## config.mk

```make
export PLATFORM = sky130hd
export DESIGN_NAME = e203_sleep_ctrl
export DESIGN_NICKNAME = d
export VERILOG_FILES = /design/src/rtl/e203_sleep_pkg.sv /design/src/rtl/e203_active_hold.sv /design/src/rtl/e203_sleep_ctrl.sv
export SDC_FILE = /design/constraint.sdc
export NUM_CORES = 1
export LEC_CHECK = 0
export ABC_CLOCK_PERIOD_IN_PS = 2000
export BUFFER_PORTS_ARGS = -buffer_cell sky130_fd_sc_hd__buf_2
export CELL_PAD_IN_SITES_DETAIL_PLACEMENT = 1
export CELL_PAD_IN_SITES_GLOBAL_PLACEMENT = 1
export CORE_MARGIN = 1
export CORE_UTILIZATION = 35
export CTS_BUF_LIST = sky130_fd_sc_hd__clkbuf_2 sky130_fd_sc_hd__clkbuf_4 sky130_fd_sc_hd__clkbuf_8
export CTS_CLUSTER_SIZE = 28
export DETAILED_ROUTE_END_ITERATION = 16
export GPL_TIMING_DRIVEN = 0
export PLACE_DENSITY_LB_ADDON = 0.1
export SLEW_MARGIN = 0
export SYNTH_ARGS = -nofsm -noshare
export SYNTH_HDL_FRONTEND = slang
export SYNTH_HIERARCHICAL = 1
export SYNTH_SLANG_ARGS = --single-unit
export TNS_END_PERCENT = 1
```

## constraint.sdc

```tcl
create_clock -name clk -period 2 [get_ports clk]
set_clock_uncertainty 0.05 [all_clocks]
set_input_delay 0.4 -clock clk [delete_from_list [all_inputs] [get_ports clk]]
set_output_delay 0.4 -clock clk [all_outputs]
set_load 0.1 [all_outputs]
```

## src/rtl/e203_sleep_pkg.sv

```systemverilog
// Shared definitions for the E203 low-power sequencer: FSM state encoding and
// the width of the per-unit activity hold counters.
package e203_sleep_pkg;

  typedef enum logic [1:0] {
    ST_RUN   = 2'd0,
    ST_DRAIN = 2'd1,
    ST_SLEEP = 2'd2,
    ST_WAKE  = 2'd3
  } sleep_state_e;

  localparam int HOLD_CNT_W = 4;

endpackage

```

## src/rtl/e203_active_hold.sv

```systemverilog
// Activity hold-off filter: keeps a unit's clock-gate enable high for HOLD_CYC
// cycles after its raw activity drops, so short idle gaps never toggle the gate.
module e203_active_hold
  import e203_sleep_pkg::*;
#(
  parameter int HOLD_CYC = 4
) (
  input  logic clk,
  input  logic rst,
  input  logic raw_i,
  output logic active_o
);

  localparam logic [HOLD_CNT_W-1:0] RELOAD = HOLD_CNT_W'(HOLD_CYC);

  logic [HOLD_CNT_W-1:0] cnt_q, cnt_d;

  always_comb begin
    cnt_d = cnt_q;
    if (raw_i) begin
      cnt_d = RELOAD;
    end else if (cnt_q != '0) begin
      cnt_d = cnt_q - HOLD_CNT_W'(1);
    end
  end

  // Reset value keeps every unit clocked for the first HOLD_CYC cycles.
  always_ff @(posedge clk) begin
    if (rst) begin
      cnt_q <= RELOAD;
    end else begin
      cnt_q <= cnt_d;
    end
  end

  assign active_o = raw_i | (cnt_q != '0);

endmodule

```

## src/rtl/e203_sleep_ctrl.sv

```systemverilog
// WFI sleep sequencer: halts fetch, drains outstanding work, raises core_wfi,
// wakes on interrupt/debug, filters unit activity and counts sleep cycles.
module e203_sleep_ctrl
  import e203_sleep_pkg::*;
#(
  parameter int HOLD_CYC = 4,
  parameter int CNT_W    = 32
) (
  input  logic             clk,
  input  logic             rst,
  input  logic             wfi_req_valid,
  output logic             wfi_req_ready,
  output logic             halt_ifu_req,
  input  logic             ifu_halt_ack,
  input  logic             oitf_empty,
  input  logic             lsu_idle,
  input  logic             biu_idle,
  input  logic             irq_pending,
  input  logic             dbg_req,
  output logic             core_wfi,
  output logic             wake_pulse,
  input  logic             ifu_active_raw,
  input  logic             exu_active_raw,
  input  logic             lsu_active_raw,
  input  logic             biu_active_raw,
  output logic             core_ifu_active,
  output logic             core_exu_active,
  output logic             core_lsu_active,
  output logic             core_biu_active,
  input  logic             sleep_cnt_clr,
  output logic [CNT_W-1:0] sleep_cnt
);

  sleep_state_e     state_q, state_d;
  logic [CNT_W-1:0] sleep_cnt_q, sleep_cnt_d;
  logic             wake;
  logic             drained;

  assign wake    = irq_pending | dbg_req;
  assign drained = ifu_halt_ack & oitf_empty & lsu_idle & biu_idle;

  // A WFI that arrives with a wake source already pending is a NOP.
  always_comb begin
    state_d = state_q;
    unique case (state_q)
      ST_RUN: begin
        if (wfi_req_valid && !wake) state_d = ST_DRAIN;
      end
      ST_DRAIN: begin
        if (wake)         state_d = ST_WAKE;
        else if (drained) state_d = ST_SLEEP;
      end
      ST_SLEEP: begin
        if (wake) state_d = ST_WAKE;
      end
      ST_WAKE: begin
        state_d = ST_RUN;
      end
      default: state_d = ST_RUN;
    endcase
  end

  always_comb begin
    sleep_cnt_d = sleep_cnt_q;
    if (sleep_cnt_clr) begin
      sleep_cnt_d = '0;
    end else if (state_q == ST_SLEEP && sleep_cnt_q != {CNT_W{1'b1}}) begin
      sleep_cnt_d = sleep_cnt_q + CNT_W'(1);
    end
  end

  always_ff @(posedge clk) begin
    if (rst) begin
      state_q     <= ST_RUN;
      sleep_cnt_q <= '0;
    end else begin
      state_q     <= state_d;
      sleep_cnt_q <= sleep_cnt_d;
    end
  end

  assign core_wfi      = (state_q == ST_SLEEP);
  assign halt_ifu_req  = (state_q == ST_DRAIN) || (state_q == ST_SLEEP);
  assign wfi_req_ready = (state_q == ST_RUN);
  assign wake_pulse    = (state_q == ST_WAKE);
  assign sleep_cnt     = sleep_cnt_q;

  e203_active_hold #(.HOLD_CYC(HOLD_CYC)) u_ifu_hold (
    .clk(clk), .rst(rst), .raw_i(ifu_active_raw), .active_o(core_ifu_active)
  );
  e203_active_hold #(.HOLD_CYC(HOLD_CYC)) u_exu_hold (
    .clk(clk), .rst(rst), .raw_i(exu_active_raw), .active_o(core_exu_active)
  );
  e203_active_hold #(.HOLD_CYC(HOLD_CYC)) u_lsu_hold (
    .clk(clk), .rst(rst), .raw_i(lsu_active_raw), .active_o(core_lsu_active)
  );
  e203_active_hold #(.HOLD_CYC(HOLD_CYC)) u_biu_hold (
    .clk(clk), .rst(rst), .raw_i(biu_active_raw), .active_o(core_biu_active)
  );

endmodule
```

==> run summary <==
Worst setup path end: sleep_cnt[23]
H-Tree Depth: 2
Routed Antenna Nets: 0
Worst hold slack: 373 ps
Die footprint: 8750 µm²
Layout Nets: 429
Pin count of the biggest net entering global routing: 30
Synth unique cells: 43
CP required: 2190 ps
Gr ovfl total: 0
Vias in the first global route: 2716
Io pins: 54
Antenna violations before repair: 0
Max Fclk: 507 MHz
Mux contribution to synthesized area: 5.97%
Largest delay share family, worst path: simple AND/OR/NAND/NOR gates
Synth Area in Compound Gates: 12.7%
Clock Sinks: 50
Max FO, Critical Path: 8
Switching power: 853 µW
R2R setup slack: 30 ps
EDFF count, synth: 0
CTS tree: yes
Reg2reg path depth: 6
Post-synth top area share: 34.1%
Crit. path cell count: 6
Slowest stage delay, CP: 530 ps
Final GP Congestion: 0.748
N_diodes: 0
Cts bufs inserted: 5
First-pass GRT wire length: 13100 µm
Minimum clock period: 1970 ps
Mapped Avg Cell Area: 8.71 µm²
Unrepaired setup endpoints after global routing: true
Ranking of synthesized cells by area: dfxtp_1, ha_1, mux2_2
Critical path data arrival time: 2160 ps
Cell Area, Synth: 2930 µm²
Setup-failing EPs final: 0
Num rows: 33
DP Wirelength: 5770 µm
GR Util All Layers: 18.8%
Ys async rst share: 0%
Largest area contributor in the netlist: dfxtp_1
CORE AREA: 8180 µm²
Reg clk slew, reported paths: 90 ps
CP bufs+invs: 1
Crit. End Element: flop
Longest Clk Path Bufs: 2
Wire length per cell: 15.3 µm
RR Startpoint: sleep_cnt[13]
Die H: 93.6 µm
Final wirelength: 7750 µm
Simple-gate share of the synthesized area: 34.2%
Die width: 93.6 µm
Leak: 0.00140 µW
Int Power: 1510 µW
Worst r2r dst: sleep_cnt[23]
Syn Nets: 364
Setup CP Type: flop to flop
Synth Area in XOR/XNOR: 2.69%
Worst-path cell chain: and4_4 > buf_6 > nand3_4 > or4_4 > or4_1 > nand2_1
Sequential fraction of the synthesis area: 34.1%
Layout cells sized above 1: 39.5%
DR iter-0 viols: 95
VDD IR max: 0.724 mV
Starting Density: 35.9%
Hold Crit Class: input pin to flop
Commonest register cell after synthesis: dfxtp_1
Most common cell after layout, fill and taps aside: buf_2
Worst-margin pin slew: 747 ps
Area share of fa/ha/maj cells after synthesis: 5.54%
Setup crit start: sleep_cnt[13]
Seq cells post-synth: 50
Vias per cell: 5.41
Drc violations: 0
I/O Buffers: 49
MaxCap Viol Count: 0
CP Launch Type: flop
Area after DPL: 3420 µm²
Synth warn: 6
Via Count: 2746
Clk network pwr share: 27.0%
Final Cycle Share: 98.6%
Status: finished, final reports clean
Logic gate share of total power: 28.6%
CP max stage cell: or4_4
Worst-Skew Late Latency: 310 ps
Drt first pass iters: 4
Setup TNS: 0 ps
Final hold vios: 0
Commonest non-fill, non-tap cells in the layout: buf_2, nand2_1, dfxtp_4
Pwr Density: 639 nW/µm²
Pins over their slew limit: 0
Post-Syn Instances: 337
Root buffer cell: clkbuf_8
Slew HR: 50.0%
Reg power frac: 44.4%
Sw Ratio: 36.1%
Final instance area: 3700 µm²
Area Growth Syn to Fin: 26.2%
Largest family of logic cells by synthesized area: simple AND/OR/NAND/NOR gates
==> per-layer routing <==
layer | track usage (%) | vias to the layer above | routed length [µm] | share of wire (%)
met2 | 32.6 | 41 | 3720 | 48
met1 | 23.8 | 1326 | 3720 | 48
met3 | 3.66 | 7 | 227 | 2.9
li1 | - | 1372 | - | -
met4 | 4.62 | 0 | 80 | 1.0
met5 | 0 | - | 0 | 0
==> worst reg2reg max path, stage by stage, from the launching register on <==
cell	delay, ps
dfxtp_4	380
and4_4	230
buf_6	130
nand3_4	110
or4_4	530
or4_1	410
nand2_1	80
==> worst min-delay path by stage <==
stage | startpoint | endpoint | slack, ps | cells after the start
floorplan | state_q[0] | state_q[0] | 440 | 2
global placement | sleep_cnt[22] | sleep_cnt[22] | 420 | 2
detailed placement | sleep_cnt[31] | sleep_cnt[31] | 430 | 2
CTS | lsu_active_raw | u_lsu_hold/cnt_q[2] | 360 | 3
global route | exu_active_raw | u_exu_hold/cnt_q[2] | 380 | 3
finish | exu_active_raw | u_exu_hold/cnt_q[2] | 370 | 3
==> Yosys cell counts (6+ instances only) <==
cell      count
a21oi_1      20
and3_1        8
and4_1        7
buf_2         7
clkbuf_1      6
dfxtp_1      50
ha_1         13
inv_1        12
mux2_2       12
nand2_1      21
nand2b_1      8
nand3_1      19
nand4_1       9
nor2_1       18
nor3_1       14
nor3b_1      13
nor4_1        6
o211ai_1      8
o21ai_0      10
o31ai_1       7
or3_1        14
or4_1         7
xnor2_1       7
==> layout make-up <==
cell class                      count  area [µm²]
Buffer                             16         106
Clock buffer                        7        90.1
Clock inverter                      1        5.00
Fill cell                         993        4470
Inverter                           12        45.0
Multi-Input combinational cell    258        1880
Sequential cell                    50        1090
Tap cell                          105         131
Timing Repair Buffer               59         354
==> through the flow <==
stage	total power (µW)	util, %	cells	worst slack [ps]
after global routing	2500	45.3	508	-79.2
after detailed placement	1720	41.8	491	-599
after floorplan	1600	-	337	-78.7
after CTS	2370	43.6	499	-91.6
after global placement	1700	41.8	491	-620
final	2370	45.3	508	28.4
==> cells by family (layout without fill, tap and decap cells) <==
| family | after synthesis | in the layout |
|---|---|---|
| flops | 50 | 50 |
| simple gates | 164 | 164 |
| xor+xnor | 9 | 9 |
| fa+ha+maj | 13 | 13 |
| buf+inv | 29 | 95 |
| compound gates | 56 | 56 |
| mux | 16 | 16 |
==> registers in the layout, indices dropped and copies added (netlist names) <==
signal	flops
u_ifu_hold/cnt_q	4
state_q	2
u_exu_hold/cnt_q	4
sleep_cnt	32
u_biu_hold/cnt_q	4
u_lsu_hold/cnt_q	4
==> power groups by stage <==
stage	sequential (µW)	clock [µW]	combinational (µW)
2_1_floorplan	1080	0	529
3_3_place_gp	1070	0	626
3_5_place_dp	1070	0	641
4_1_cts	1050	671	649
5_1_grt	1060	710	732
6_report	1050	639	675
==> what timing repair did <==
item | 4_1_cts | 5_1_grt
hold buffers | 0 | 0
pin swaps | 1 | 5
setup buffers | 0 | 10
endpoints found under the setup margin | 32 | 35
gates resized for setup | 15 | 24
hold endpoints to repair | 0 | 0
Note: power is estimated with default switching activity, not from simulation.
